[src/rtl/bpu_pkg.sv]
// Shared types, field ranges and BTB line helpers for the BPU update path.
package bpu_pkg;

    localparam int BHTBTB_INDEX_WIDTH = 9;
    localparam int BTB_SLOTS          = 4;
    localparam int BTB_TARGET_W       = 32;
    localparam int BTB_LINE_W         = 129;

    // PC field ranges: set index and counter/target slot within the set
    localparam int IDX_HI  = 12;
    localparam int IDX_LO  = 4;
    localparam int SLOT_HI = 3;
    localparam int SLOT_LO = 2;

    typedef struct packed {
        logic [BHTBTB_INDEX_WIDTH-1:0] index;
        logic [1:0]                    slot;
        logic                          taken;
        logic [BTB_TARGET_W-1:0]       target;
    } bpu_upd_t;

    // Line-valid bit at the top plus the 32-bit lane selected by slot.
    function automatic logic [BTB_LINE_W-1:0] btb_line_mask(input logic [1:0] slot);
        logic [BTB_LINE_W-1:0] m;
        m = '0;
        m[BTB_LINE_W-1] = 1'b1;
        m[int'(slot)*BTB_TARGET_W +: BTB_TARGET_W] = '1;
        return m;
    endfunction

    // Write data: line-valid bit set, target placed in its lane, rest zero.
    function automatic logic [BTB_LINE_W-1:0] btb_line_data(input logic [1:0] slot,
                                                            input logic [BTB_TARGET_W-1:0] target);
        logic [BTB_LINE_W-1:0] d;
        d = '0;
        d[BTB_LINE_W-1] = 1'b1;
        d[int'(slot)*BTB_TARGET_W +: BTB_TARGET_W] = target;
        return d;
    endfunction

endpackage

[src/rtl/bpu_upd_fifo.sv]
// Generic synchronous FIFO; no read bypass, head is a direct array read.
module bpu_upd_fifo #(
    parameter int DEPTH = 4,
    parameter int WIDTH = 44,
    parameter int PTR_W = 2
) (
    input  logic             clock,
    input  logic             reset_n,
    input  logic             push,
    input  logic [WIDTH-1:0] din,
    input  logic             pop,
    output logic [WIDTH-1:0] dout,
    output logic             full,
    output logic             empty,
    output logic [PTR_W:0]   occupancy
);

    localparam logic [PTR_W:0] FULL_OCC = (PTR_W+1)'(DEPTH);

    logic [WIDTH-1:0] mem [DEPTH];
    logic [PTR_W-1:0] wr_ptr;
    logic [PTR_W-1:0] rd_ptr;
    logic [PTR_W:0]   occ_q;
    logic             push_ok;
    logic             pop_ok;

    // Full and empty come from the registered occupancy only
    assign full      = (occ_q == FULL_OCC);
    assign empty     = (occ_q == '0);
    assign occupancy = occ_q;
    assign push_ok   = push && !full;
    assign pop_ok    = pop && !empty;
    assign dout      = mem[rd_ptr];

    // Storage array, written at the tail
    always_ff @(posedge clock) begin
        if (push_ok) begin
            mem[wr_ptr] <= din;
        end
    end

    // Pointers wrap naturally since DEPTH is a power of two
    always_ff @(posedge clock) begin
        if (!reset_n) begin
            wr_ptr <= '0;
            rd_ptr <= '0;
            occ_q  <= '0;
        end else begin
            if (push_ok) begin
                wr_ptr <= wr_ptr + PTR_W'(1);
            end
            if (pop_ok) begin
                rd_ptr <= rd_ptr + PTR_W'(1);
            end
            case ({push_ok, pop_ok})
                2'b10:   occ_q <= occ_q + (PTR_W+1)'(1);
                2'b01:   occ_q <= occ_q - (PTR_W+1)'(1);
                default: occ_q <= occ_q;
            endcase
        end
    end

endmodule

[src/rtl/bpu_update.sv]
// Queues resolved branches and drains one per cycle into registered
// BHT counter updates and BTB masked writes, with a saturating PMU count.
module bpu_update
    import bpu_pkg::*;
#(
    parameter int DEPTH = 4,
    parameter int PTR_W = 2
) (
    input  logic                          clock,
    input  logic                          reset_n,
    input  logic                          res_valid,
    output logic                          res_ready,
    input  logic [63:0]                   res_pc,
    input  logic                          res_taken,
    input  logic [63:0]                   res_target,
    input  logic                          drain_stall,
    output logic                          bht_write_enable,
    output logic [BHTBTB_INDEX_WIDTH-1:0] bht_write_index,
    output logic [1:0]                    bht_write_counter_select,
    output logic                          bht_write_inc,
    output logic                          bht_write_dec,
    output logic                          bht_valid_in,
    output logic                          btb_ce,
    output logic                          btb_we,
    output logic [BTB_LINE_W-1:0]         btb_wmask,
    output logic [BHTBTB_INDEX_WIDTH-1:0] btb_write_index,
    output logic [BTB_LINE_W-1:0]         btb_din,
    output logic [31:0]                   upd_count,
    output logic                          fifo_empty
);

    bpu_upd_t       rec_in;
    bpu_upd_t       head;
    logic           fifo_full;
    logic           fifo_is_empty;
    logic [PTR_W:0] fifo_occ;
    logic           push;
    logic           pop;
    logic [31:0]    count_q;
    logic           unused_bits;

    // Only the index/slot PC bits and the low target word are retained
    assign rec_in = '{index:  res_pc[IDX_HI:IDX_LO],
                      slot:   res_pc[SLOT_HI:SLOT_LO],
                      taken:  res_taken,
                      target: res_target[BTB_TARGET_W-1:0]};

    assign unused_bits = ^{res_pc[63:IDX_HI+1], res_pc[SLOT_LO-1:0],
                           res_target[63:BTB_TARGET_W], fifo_occ};

    assign res_ready  = !fifo_full;
    assign fifo_empty = fifo_is_empty;
    assign push       = res_valid && res_ready;
    assign pop        = !fifo_is_empty && !drain_stall;
    assign upd_count  = count_q;

    bpu_upd_fifo #(
        .DEPTH (DEPTH),
        .WIDTH ($bits(bpu_upd_t)),
        .PTR_W (PTR_W)
    ) u_fifo (
        .clock     (clock),
        .reset_n   (reset_n),
        .push      (push),
        .din       (rec_in),
        .pop       (pop),
        .dout      (head),
        .full      (fifo_full),
        .empty     (fifo_is_empty),
        .occupancy (fifo_occ)
    );

    // Register the write strobes for the popped head; indices and data hold when idle
    always_ff @(posedge clock) begin
        if (!reset_n) begin
            bht_write_enable         <= 1'b0;
            bht_write_index          <= '0;
            bht_write_counter_select <= '0;
            bht_write_inc            <= 1'b0;
            bht_write_dec            <= 1'b0;
            bht_valid_in             <= 1'b0;
            btb_ce                   <= 1'b0;
            btb_we                   <= 1'b0;
            btb_wmask                <= '0;
            btb_write_index          <= '0;
            btb_din                  <= '0;
        end else begin
            bht_write_enable <= 1'b0;
            bht_write_inc    <= 1'b0;
            bht_write_dec    <= 1'b0;
            bht_valid_in     <= 1'b0;
            btb_ce           <= 1'b0;
            btb_we           <= 1'b0;
            btb_wmask        <= '0;
            if (pop) begin
                bht_write_enable         <= 1'b1;
                bht_write_index          <= head.index;
                bht_write_counter_select <= head.slot;
                bht_write_inc            <= head.taken;
                bht_write_dec            <= !head.taken;
                bht_valid_in             <= 1'b1;
                if (head.taken) begin
                    btb_ce          <= 1'b1;
                    btb_we          <= 1'b1;
                    btb_write_index <= head.index;
                    btb_wmask       <= btb_line_mask(head.slot);
                    btb_din         <= btb_line_data(head.slot, head.target);
                end
            end
        end
    end

    // PMU count of issued updates, sticks at all-ones
    always_ff @(posedge clock) begin
        if (!reset_n) begin
            count_q <= '0;
        end else if (pop && (count_q != 32'hFFFF_FFFF)) begin
            count_q <= count_q + 32'd1;
        end
    end

endmodule

[config.mk]
export PLATFORM = sky130hd
export DESIGN_NAME = bpu_update
export DESIGN_NICKNAME = d
export VERILOG_FILES = /design/src/rtl/bpu_pkg.sv /design/src/rtl/bpu_upd_fifo.sv /design/src/rtl/bpu_update.sv
export SDC_FILE = /design/constraint.sdc
export NUM_CORES = 1
export LEC_CHECK = 0
export BUFFER_PORTS_ARGS = -buffer_cell sky130_fd_sc_hd__buf_2
export CORE_MARGIN = 2
export CORE_UTILIZATION = 45
export DETAILED_ROUTE_END_ITERATION = 8
export PLACE_DENSITY_LB_ADDON = 0.2
export SYNTH_ARGS = -nofsm -noshare
export SYNTH_HDL_FRONTEND = slang
export SYNTH_SLANG_ARGS = --single-unit
export TNS_END_PERCENT = 5
[constraint.sdc]
create_clock -name clock -period 5 [get_ports clock]
set_input_delay 0.5 -clock clock [delete_from_list [all_inputs] [get_ports clock]]
set_output_delay 0.5 -clock clock [all_outputs]
set_load 0.02 [all_outputs]
# Word level (Yosys, flattened, before mapping)
# Memory sizes are Yosys's and may differ from the RTL's. A register that Yosys moved wholly into a read port is not among the register bits.
# Cells that the tools add are included.
dict set report totals {
  ff_bits 321
  ram_bits 176
  inputBits 133
  output_inout_bits 318
  wordCells 53
  n_memories 1
}
dict set report op_classes {
  n_addsub 6
  n_eq_ne 4
  shifts 3
  n_mux 7
  bitwise 5
  n_reduce_logical 14
}
# name depth width rd rd_clocked_by_memory_dff wr line
set mem_list {}
lappend mem_list {u_fifo.mem 4 44 1 1 1 bpu_upd_fifo.sv:20} ;# logic [WIDTH-1:0] mem [DEPTH];
# cell n
set ops {}
lappend ops {{128-bit bitwise AND} 2}
lappend ops {{32-bit by 33-bit variable shift with 129-bit output (first input constant)} 1}
lappend ops {{32-bit by 33-bit indexed part select with 129-bit output} 1}
lappend ops {{32-bit by 33-bit indexed part select with 129-bit output (first input constant)} 1}
lappend ops {{7-bit negation with 33-bit output} 1}
lappend ops {{32-bit by 1-bit adder with 32-bit output (second input constant)} 1}
lappend ops {{32-bit inequality test (second input constant)} 1}
lappend ops {{3-bit one-hot mux with 2 select lines} 1}
lappend ops {{1-bit logical AND} 5}
lappend ops {{2-bit by 1-bit adder with 2-bit output (second input constant)} 2}
lappend ops {{1-bit zero test} 4}
lappend ops {{1-bit two-way mux} 4}
lappend ops {{2-bit two-way mux} 2}
lappend ops {{2-bit AND reduction} 2}
lappend ops {{3-bit by 1-bit adder with 3-bit output (second input constant)} 1}
lappend ops {{3-bit equality test (second input constant)} 1}
lappend ops {{3-bit zero test} 1}
lappend ops {{3-bit AND reduction} 1}
lappend ops {{3-bit by 1-bit subtractor with 3-bit output (second input constant)} 1}
lappend ops {{2-bit by 1-bit equality test with 1-bit output (second input constant)} 1}
lappend ops {{2-bit equality test (second input constant)} 1}
lappend ops {{1-bit OR} 2}
lappend ops {{2-bit nonzero test} 1}
lappend ops {{1-bit NOT} 1}

# Depth between registers and ports, before layout
# Gate-level depths: netlist of the first run.
dict set report logic_depth {
  word_depth 6
  depth_mapped 11
  mapped_depth_nobuf 10
}

# By module
# Synthesis of the first run repeated with hierarchy kept, for this count alone.
dict set report hier_totals {
  hier_cells 1075
  area_unflattened_um2 14472.6
}
# module instances cells_each area_each_um2 seq_area_each_um2
set modules_own_cells {}
lappend modules_own_cells {bpu_update 1 791 7586.0 3783.6}
lappend modules_own_cells {bpu_upd_fifo 1 284 6886.6 5465.2}

# Worst setup path after synthesis of the first run
# No wires, ideal clock.
dict set report synth_path {
  kind {register -> register}
  start {register with a tool-made name}
  end {register btb_din[127]}
  setup_time_ns 0.070
  t_arrival_ns 2.669
  required_ns 4.930
  slack_ns 2.261
  path_stages_with_launch 12
  n_path_buf 4
  period_less_slack_ns 2.739
  path_cell_list {dfxtp_1 buf_2 buf_2 mux4_2 inv_1 ha_1 nor2_1 and3_1 clkbuf_1 clkbuf_1 nand3_1 a21oi_1}
}
# item line
set synth_rtl {}
lappend synth_rtl {{end signal, assigned} bpu_update.sv:107} ;# btb_din <= btb_line_data(head.slot, head.target);
lappend synth_rtl {{end, declared} bpu_update.sv:27} ;# output logic [BTB_LINE_W-1:0] btb_din,

==> key figures, run 1 <==
Timing
  – Setup TNS: 0 ps
  – WHS: 183 ps
  – Measured slew at the worst slew-check pin: 1130 ps
  – RSZ-0062 raised after global routing: no
  – Final worst path period need: 3450 ps
  – FMAX: 290 MHz
  – Slew Limit Headroom: 0.246
  – Final Max Slew Viols: 0
  – Final clock skew: 16.9 ps
  – Final setup viols: 0
  – Period Utilization, post-route: 0.690
  – Fin worst setup slack: 1550 ps
  – Final hold vios: 0

Synth
  – Mean Syn Cell Area: 13.3 µm²
  – Yosys reg bits: 374
  – Post-synth EDFFs: 176
  – Yosys top cell area share: 0.367
  – Seq/Total Area, Yosys: 0.641
  – Top cells by area, synth: edfxtp_1, dfxtp_1, mux4_2
  – Synth unique cells: 47
  – Count leader, synth: dfxtp_1
  – Synthesized cell area: 14400 µm²
  – Synth warn: 0
  – Cells after Synth: 1084
  – Async SR Flop Fraction: 0
  – Syn_nets: 1229
  – Synth top cells by count: dfxtp_1, edfxtp_1, buf_4, nand2_1, a22o_1
  – Top FF cell, synth: dfxtp_1
  – Cell taking the most area after synthesis: edfxtp_1

Critical path
  – Arrival @ worst endpoint: 3930 ps
  – Worst setup EP type: flip-flop
  – R2R Path End: btb_din[79]
  – Setup Crit Path Kind: reg -> reg
  – CP max FO: 20
  – Element type at the critical path start: flip-flop
  – Critical Path RT: 5470 ps
  – Flop-to-flop setup slack: 1550 ps
  – R2R cell count: 8

Global routing
  – Vias in the first global route: 8974
  – Largest net degree at the start of global routing: 85
  – GRT Total Usage: 0.205
  – First-pass GRT wire length: 53000 µm
  – GRT overflow: 0
  – Initial antenna violation count: 5

Cells and area
  – Synth-to-Final Area Change: 18.7%
  – Layout cell share with drive strength beyond 1: 0.373
  – Non-Filler Instances: 1757
  – Final net count: 1464

Power and ir drop
  – Maximum vdd drop: 0.298 mV
  – P_leak: 7.07 nW
  – Power Dens Cells: 482 nW/µm²

Clocking
  – Hold-fix buffer count after cts: 0
  – Clk sinks: 374
  – CTS root buf: clkbuf_16
  – # H-tree levels: 2
  – Clock Pin Slew Worst Setup and Hold Paths: 60 ps
  – CTS tree: built
  – Clock Latency Late Sink: 530 ps
  – CTS buffer count: 40
  – Maximum root-to-sink buffer count: 3
  – Post-cts sizing count: 0
  – Post-CTS setup buffers: 0

Placement
  – HPWL Detailed: 22200 µm
  – Port Buffers: 365
  – Dpl cells: 1679
  – DP Worst Slack: 1500 ps
  – GPL Wtd Cong: 0.802

Detailed routing
  – Drt pass-1 iters: 7
  – Wire per inst: 20.0 µm
  – Initial DRC Count: 509
  – Via-to-Cell Ratio: 5.43
  – Final WL: 35100 µm
  – Antenna Nets Post-Route: 0
  – Vias: 9540
  – # DRC: 0

Run status
  – Outcome: finished clean

Worst hold path
  – Hold Crit Class: in -> reg
  – Hold EP: u_fifo.mem[0][24]
  – Hold_sp: res_target[24]
  – Hold Path Cell Cnt: 1

Floorplanning
  – Num ports: 451
  – Die area: 33500 µm²
  – Initial Util: 0.457
  – Core Area: 31600 µm²
  – Row Count: 65
  – Die height: 183 µm
  – Die span in x: 183 µm

Job
  – Max cap viols: 0
## cells by family (layout without fill, tap and decap cells)
group,Yosys count,in the layout,synth area share
buffers and inverters,202,469,0.0874
and+or+nand+nor,234,234,0.0816
DFF,374,374,0.641
xor gates and xnor gates,8,8,0.00486
adders and majority gates,12,12,0.0109
other,0,4,0
muxes,51,51,0.0736
AOI/OAI and AO/OA,203,203,0.100
## worst max-delay path, stage by stage (launching register included)
cell and delay (ps):
dfxtp_4 620, mux4_2 710, inv_1 170, ha_1 230, nor2b_1 220, nand2_1 110, nor3_4 700, buf_4 420
a22o_1 180
## through the flow
step | utilization | instance area (µm²) | total power [mW]
finish | 0.543 | 17100 | 8.25
CTS | 0.542 | 17100 | 8.35
detailed placement | 0.498 | 15700 | 5.26
global route | 0.543 | 17100 | 8.61
floorplan | - | 14400 | 4.77
global placement | 0.498 | 15700 | 5.25
## routing by layer
| metal | part of all wire | GRT usage |
|---|---|---|
| met1 | 0.42 | 0.262 |
| met5 | 0.00037 | 0 |
| met4 | 0.024 | 0.0669 |
| met3 | 0.067 | 0.0486 |
| met2 | 0.48 | 0.346 |
## registers in the layout, summed over array words and instances (netlist names), 3 cells and up, named ones only
signal	flops
upd_count	32
btb_din	129
u_fifo.occupancy	3
bht_write_index	9
btb_wmask	5
u_fifo.mem	176
btb_write_index	9
## report_power, final
part           switching [mW]  total [mW]  internal (mW)
Sequential              0.140        3.60           3.46
Clock                    1.22        3.08           1.87
Combinational            1.03        1.57          0.540
Total                    2.39        8.25           5.87
## final cells by class
type | count | area, µm²
clock buffer | 49 | 1040
antenna | 4 | 10.0
inverter | 13 | 50.0
tap | 402 | 503
multi-input combinational | 508 | 3960
sequential | 374 | 9250
timing repair buffer | 382 | 1970
clock inverter | 25 | 337
fill | 2679 | 14400
## worst max-delay path by stage
stage                    from           end  cells past startpoint
floorplan           flip-flop  btb_din[127]                     11
global placement    flip-flop   btb_din[75]                      8
detailed placement  flip-flop   btb_din[76]                      8
CTS                 flip-flop   btb_din[79]                      8
global route        flip-flop   btb_din[73]                      8
finish              flip-flop   btb_din[79]                      8
## layout by cell type (no fill, tap or decap), types with 3 or more instances in the layout
cell	count
nor3_1	3
buf_4	16
xnor2_1	3
a22o_1	96
bufinv_16	7
clkbuf_1	8
dfxtp_1	196
nand2b_1	10
nand3_1	44
mux4_2	44
and3_1	6
o31ai_1	15
inv_1	11
diode_2	4
edfxtp_1	176
mux2i_1	7
clkbuf_16	40
nand2_1	99
clkinv_1	8
nor4_1	4
o21ai_0	7
clkinv_2	4
buf_2	365
nand4_1	11
ha_1	11
or3_1	6
a21oi_1	75
or4_1	14
nor2_1	15
clkinvlp_4	3
and3_2	5
xor2_1	5
Note: power is estimated with default switching activity, not from simulation.
==> run 2, diff against run 1 <==
==> constraint.sdc (replaced) <==
create_clock -name clock -period 3.3 [get_ports clock]
set_input_delay 0.33 -clock clock [delete_from_list [all_inputs] [get_ports clock]]
set_output_delay 0.33 -clock clock [all_outputs]
set_load 0.02 [all_outputs]
==> run 2 against run 1 <==
Effect of this change: sequential power is 50% higher; register-to-register slack got worse by 1100 ps; global-route usage increased by 0.63 points; critical endpoint is now btb_din[2]; largest power group unchanged; highest routed layer is now met4.
==> key figures, run 2 (same netlist as run 1, synthesis figures left out) <==
Run status
  – Outcome: finished clean

Global routing
  – GRT overflow: 0 (unchanged)
  – GRT Total Usage: 0.212 (+0.00628)
  – First-pass GRT wire length: 54400 µm (+2.7%)
  – Vias in the first global route: 9034 (+0.67%)
  – Largest net degree at the start of global routing: 85 (unchanged)
  – Initial antenna violation count: 2 (-3)

Clocking
  – Clock Latency Late Sink: 540 ps (about the same)
  – Maximum root-to-sink buffer count: 3 (unchanged)
  – Clock Pin Slew Worst Setup and Hold Paths: 60 ps (about the same)
  – # H-tree levels: 2 (unchanged)
  – Clk sinks: 374 (unchanged)
  – Post-cts sizing count: 0 (unchanged)
  – CTS buffer count: 41 (+2.5%)
  – CTS root buf: clkbuf_16
  – CTS tree: built

Cells and area
  – Non-Filler Instances: 1783 (+1.5%)
  – Max reg flops: 176 (unchanged)
  – Most frequent cells in the layout: buf_2, dfxtp_1, edfxtp_1, nand2_1, a22o_1
  – Most flops, register: u_fifo.mem
  – Synth-to-Final Area Change: 20.0%
  – Layout cell share with drive strength beyond 1: 0.371 (-0.00250)
  – Final net count: 1492 (+1.9%)
  – Core Util, Final: 0.548 (+0.00591)
  – Commonest non-fill, non-tap cell in the layout: buf_2
  – Design area: 17300 µm² (+1.1%)

Critical path
  – CP max FO: 32 (+60%)
  – Arrival @ worst endpoint: 3300 ps (-630 ps)
  – Element type at the critical path start: flip-flop
  – CP max stage delay: 540 ps (-170 ps)
  – Critical Path RT: 3760 ps (-1710 ps)
  – Worst setup EP type: flip-flop
  – Crit-path cells: mux4_2, nor3b_4, nand2_1, nor4_4, buf_4, a22o_1
  – Worst path slowest cell: nor3b_4
  – R2R cell count: 6 (-2)
  – Setup Crit Path Kind: reg -> reg

Detailed routing
  – # DRC: 0 (unchanged)
  – Drt pass-1 iters: 5 (-2)
  – Wire per inst: 20.2 µm (+1.4%)
  – Final WL: 36100 µm (+2.9%)
  – Vias: 9640 (+1.0%)
  – Initial DRC Count: 678 (+33%)
  – Antenna Nets Post-Route: 0 (unchanged)
  – Via-to-Cell Ratio: 5.41 (-0.43%)

Floorplanning
  – Die area: 33500 µm² (unchanged)
  – Die height: 183 µm (unchanged)
  – Core Area: 31600 µm² (unchanged)
  – Row Count: 65 (unchanged)
  – Initial Util: 0.457 (unchanged)
  – Num ports: 451 (unchanged)
  – Die span in x: 183 µm (unchanged)

Timing
  – Period Utilization, post-route: 0.859 (+0.168)
  – Final Max Slew Viols: 0 (unchanged)
  – Slew Limit Headroom: 0.323 (+0.0774)
  – WHS: 20.3 ps (-163 ps)
  – FMAX: 353 MHz (+22%)
  – Setup TNS: 0 ps (unchanged)
  – Final worst path period need: 2830 ps (-618 ps)
  – Final clock skew: 29.2 ps (+12.3 ps)
  – Final hold vios: 0 (unchanged)
  – Final setup viols: 0 (unchanged)
  – Measured slew at the worst slew-check pin: 1020 ps (-116 ps)
  – RSZ-0062 raised after global routing: no
  – Fin worst setup slack: 466 ps (-1080 ps)

Power and ir drop
  – P_leak: 7.17 nW (+1.5%)
  – Power Dens Cells: 707 nW/µm² (+47%)
  – Maximum vdd drop: 0.332 mV (+11%)
  – Total Power: 12.2 mW (+48%)

Worst hold path
  – Hold Crit Class: in -> reg
  – Hold Path Cell Cnt: 1 (unchanged)

Placement
  – Dpl cells: 1685 (+0.36%)
  – GPL Wtd Cong: 0.785 (-2.1%)
  – Port Buffers: 365 (unchanged)
  – DP Worst Slack: 489 ps (-1010 ps)
  – Placed cell area: 15800 µm² (+0.60%)
  – HPWL Detailed: 23400 µm (+5.2%)

Job
  – Max cap viols: 0 (unchanged)
## run 2: changes by cell type in the layout (fill, tap and decap cells not counted), sizes merged, moves of 2 or more
| cell | before | now |
|---|---|---|
| dlygate4sd3 | 0 | 21 |
| clkbuf | 49 | 57 |
| buf | 382 | 388 |
| bufinv | 7 | 2 |
| clkinvlp | 3 | 0 |
| diode | 4 | 2 |
| inv | 13 | 15 |
## run 2: timing repair
item                                   in CTS  in global routing
setup buffers                               0                  0
endpoints found under the hold margin      72                  0
hold buffers                               21                  0
## run 2: metal layers
layer / wire (µm) / up-vias / global-route usage
met5: 0 / - / 0
met4: 796 / 0 / 0.0618
met3: 2500 / 54 / 0.0479
met2: 17900 / 350 / 0.357
met1: 14900 / 4800 / 0.274
li1: - / 4436 / -
## run 2: worst max-delay path, delay by kind of cell (launching register included)
family / cells / cell delay, ps
flops: 1 / 400
simple gates: 3 / 1270
mux: 1 / 400
buf+inv: 1 / 460
compound gates: 1 / 210
## run 2: final timing paths
path | start | end | slack (ps)
hold reg to reg | btb_din[96] | btb_din[96] | 450
setup reg to reg | flip-flop | btb_din[2] | 470
hold / removal | res_target[1] | u_fifo.mem[3][1] | 20
setup / recovery | flip-flop | btb_din[2] | 470
## run 2: layout make-up
type | instances | area [µm²]
fillers | 2672 | 14200
flip-flops and latches | 374 | 9250
multi-input cells | 508 | 3960
repair buffers | 409 | 2270
clock buffers | 57 | 1120
well taps | 402 | 503
clock inverters | 18 | 151
inverters | 13 | 50.0
diodes | 2 | 5.00
## run 2: where the power goes
group	total (mW)	switching, mW	internal (mW)
Clock	4.33	1.80	2.53
Combinational	2.51	1.64	0.865
Sequential	5.40	0.164	5.24
==> run 3, diff against run 2 <==
--- a/config.mk
+++ b/config.mk
@@ -6,9 +6,11 @@
 export NUM_CORES = 1
 export LEC_CHECK = 0
 export BUFFER_PORTS_ARGS = -buffer_cell sky130_fd_sc_hd__buf_2
+export CORE_ASPECT_RATIO = 1.25
 export CORE_MARGIN = 2
 export CORE_UTILIZATION = 45
 export DETAILED_ROUTE_END_ITERATION = 8
+export MAX_ROUTING_LAYER = met4
 export PLACE_DENSITY_LB_ADDON = 0.2
 export SYNTH_ARGS = -nofsm -noshare
 export SYNTH_HDL_FRONTEND = slang
==> run 3 against run 2 <==
Effect of this change: clock power fell by 6.5%; count of clock-buffer cells in the layout fell by 3; global-route usage rose by 0.45 points; total power fell by 2.5%; routed wire length fell by 1.5%.
==> key figures, run 3 (same netlist as run 1, synthesis figures left out) <==
Run status
  – Outcome: finished clean

Floorplanning
  – Die height: 204 µm (+12%)
  – Core Area: 31700 µm² (+0.44%)
  – Initial Util: 0.455 (-0.00200)
  – Die span in x: 164 µm (-10%)
  – Die area: 33500 µm² (about the same)
  – Num ports: 451 (unchanged)
  – Row Count: 73 (+12%)

Timing
  – Final setup viols: 0 (unchanged)
  – WHS: 18.6 ps (-1.66 ps)
  – Final clock skew: 10.8 ps (-18.4 ps)
  – Slew Limit Headroom: 0.271 (-0.0523)
  – RSZ-0062 raised after global routing: no
  – Period Utilization, post-route: 0.851 (-0.00802)
  – FMAX: 356 MHz (+0.94%)
  – Final worst path period need: 2810 ps (-26.5 ps)
  – Measured slew at the worst slew-check pin: 1090 ps (+75.9 ps)
  – Final Max Slew Viols: 0 (unchanged)
  – Setup TNS: 0 ps (unchanged)
  – Final hold vios: 0 (unchanged)

Critical path
  – Element type at the critical path start: flip-flop
  – Arrival @ worst endpoint: 3250 ps (-50 ps)
  – Setup Crit Path Kind: reg -> reg
  – CP max FO: 19 (-41%)
  – Worst setup EP type: flip-flop
  – Critical Path RT: 3740 ps (-20 ps)

Power and ir drop
  – Power Dens Cells: 694 nW/µm² (-1.8%)
  – P_leak: 7.11 nW (-0.83%)
  – Maximum vdd drop: 0.407 mV (+22%)

Detailed routing
  – Wire per inst: 19.9 µm (-1.9%)
  – Drt pass-1 iters: 5 (unchanged)
  – Via-to-Cell Ratio: 5.30 (-2.1%)
  – # DRC: 0 (unchanged)
  – Final WL: 35500 µm (-1.5%)
  – Vias: 9474 (-1.7%)
  – Antenna Nets Post-Route: 0 (unchanged)
  – Initial DRC Count: 480 (-29%)

Clocking
  – Clock Latency Late Sink: 530 ps (about the same)
  – CTS root buf: clkbuf_16
  – Clock Pin Slew Worst Setup and Hold Paths: 60 ps (about the same)
  – Maximum root-to-sink buffer count: 3 (unchanged)
  – CTS buffer count: 38 (-7.3%)
  – # H-tree levels: 2 (unchanged)
  – Post-CTS setup buffers: 0 (unchanged)
  – Clk sinks: 374 (unchanged)
  – CTS tree: built

Placement
  – HPWL Detailed: 23800 µm (+1.6%)
  – Port Buffers: 365 (unchanged)
  – GPL Wtd Cong: 0.762 (-2.9%)

Job
  – Max cap viols: 0 (unchanged)

Cells and area
  – Synth-to-Final Area Change: 19.2%
  – Commonest non-fill, non-tap cell in the layout: buf_2
  – Layout cell share with drive strength beyond 1: 0.370 (about the same)
  – Max reg flops: 176 (unchanged)
  – Layout fillers: 2724 (+1.9%)
  – Most frequent cells in the layout: buf_2, dfxtp_1, edfxtp_1, nand2_1, a22o_1
  – Most flops, register: u_fifo.mem
  – Final net count: 1489 (-0.20%)

Global routing
  – GR Util met2: 0.371 (+0.0133)
  – First-pass GRT wire length: 53400 µm (-1.9%)
  – GRT Total Usage: 0.216 (+0.00452)
  – Largest net degree at the start of global routing: 85 (unchanged)
  – GR Util met3: 0.0511 (+0.00328)
  – Vias in the first global route: 9043 (+0.10%)
  – Initial antenna violation count: 3 (+1)
  – Global route hottest layer: met2
  – M1 GR Usage: 0.251 (-0.0229)
  – GRT overflow: 0 (unchanged)

Worst hold path
  – Hold Crit Class: in -> reg
  – Hold_sp: res_target[7]
-- run 3: timing repair --
action | CTS | global route
hold endpoints to repair | 64 | 0
hold buffers | 16 | 0
gates resized for setup | 0 | 0
-- run 3: where the power goes --
group	internal, mW	switching [mW]
Combinational	0.867	1.63
Sequential	5.24	0.156
Clock	2.30	1.76
-- run 3: final timing paths --
| kind | endpoint | slack, ps | depth (start not counted) |
|---|---|---|---|
| min | u_fifo.mem[3][7] | 20 | 1 |
| max reg2reg | btb_din[118] | 490 | 9 |
| min reg2reg | btb_din[110] | 450 | 2 |
| max | btb_din[118] | 490 | 9 |
-- run 3: cell type report --
type / instances / area [µm²] / area share
repair buffers: 409 / 2230 / 0.130
clock inverters: 16 / 91.3 / 0.00531
diodes: 3 / 7.51 / 0.000437
clock buffers: 54 / 1080 / 0.0630
multi-input cells: 508 / 3960 / 0.230
flip-flops and latches: 374 / 9250 / 0.538
well taps: 412 / 515 / 0.0300
inverters: 13 / 50.0 / 0.00291
-- run 3: worst max-delay path, stage by stage, from the launching register on --
cell     delay (ps)
dfxtp_2         350
buf_4           220
mux4_2          470
inv_1           180
ha_1            300
nor2_1          160
and3_2          550
buf_12          220
nand3_1          80
a21oi_1         170
-- run 3: metrics by stage --
| stage | setup slack, ps | power, mW | std cells | utilization | area [µm²] |
|---|---|---|---|---|---|
| 2_1_floorplan | 561 | 7.23 | 1084 | - | 14400 |
| 3_3_place_gp | 541 | 8.00 | 1700 | 0.500 | 15900 |
| 3_5_place_dp | 463 | 8.03 | 1700 | 0.500 | 15900 |
| 4_1_cts | 455 | 12.1 | 1786 | 0.542 | 17200 |
| 5_1_grt | 276 | 12.5 | 1789 | 0.542 | 17200 |
| 6_report | 493 | 11.9 | 1789 | 0.542 | 17200 |
-- run 3: per-layer routing --
metal / vias to the layer above / share of wire
met5: - / 0
met2: 337 / 0.51
met1: 4651 / 0.40
met4: 0 / 0.022
li1: 4436 / -
met3: 50 / 0.068
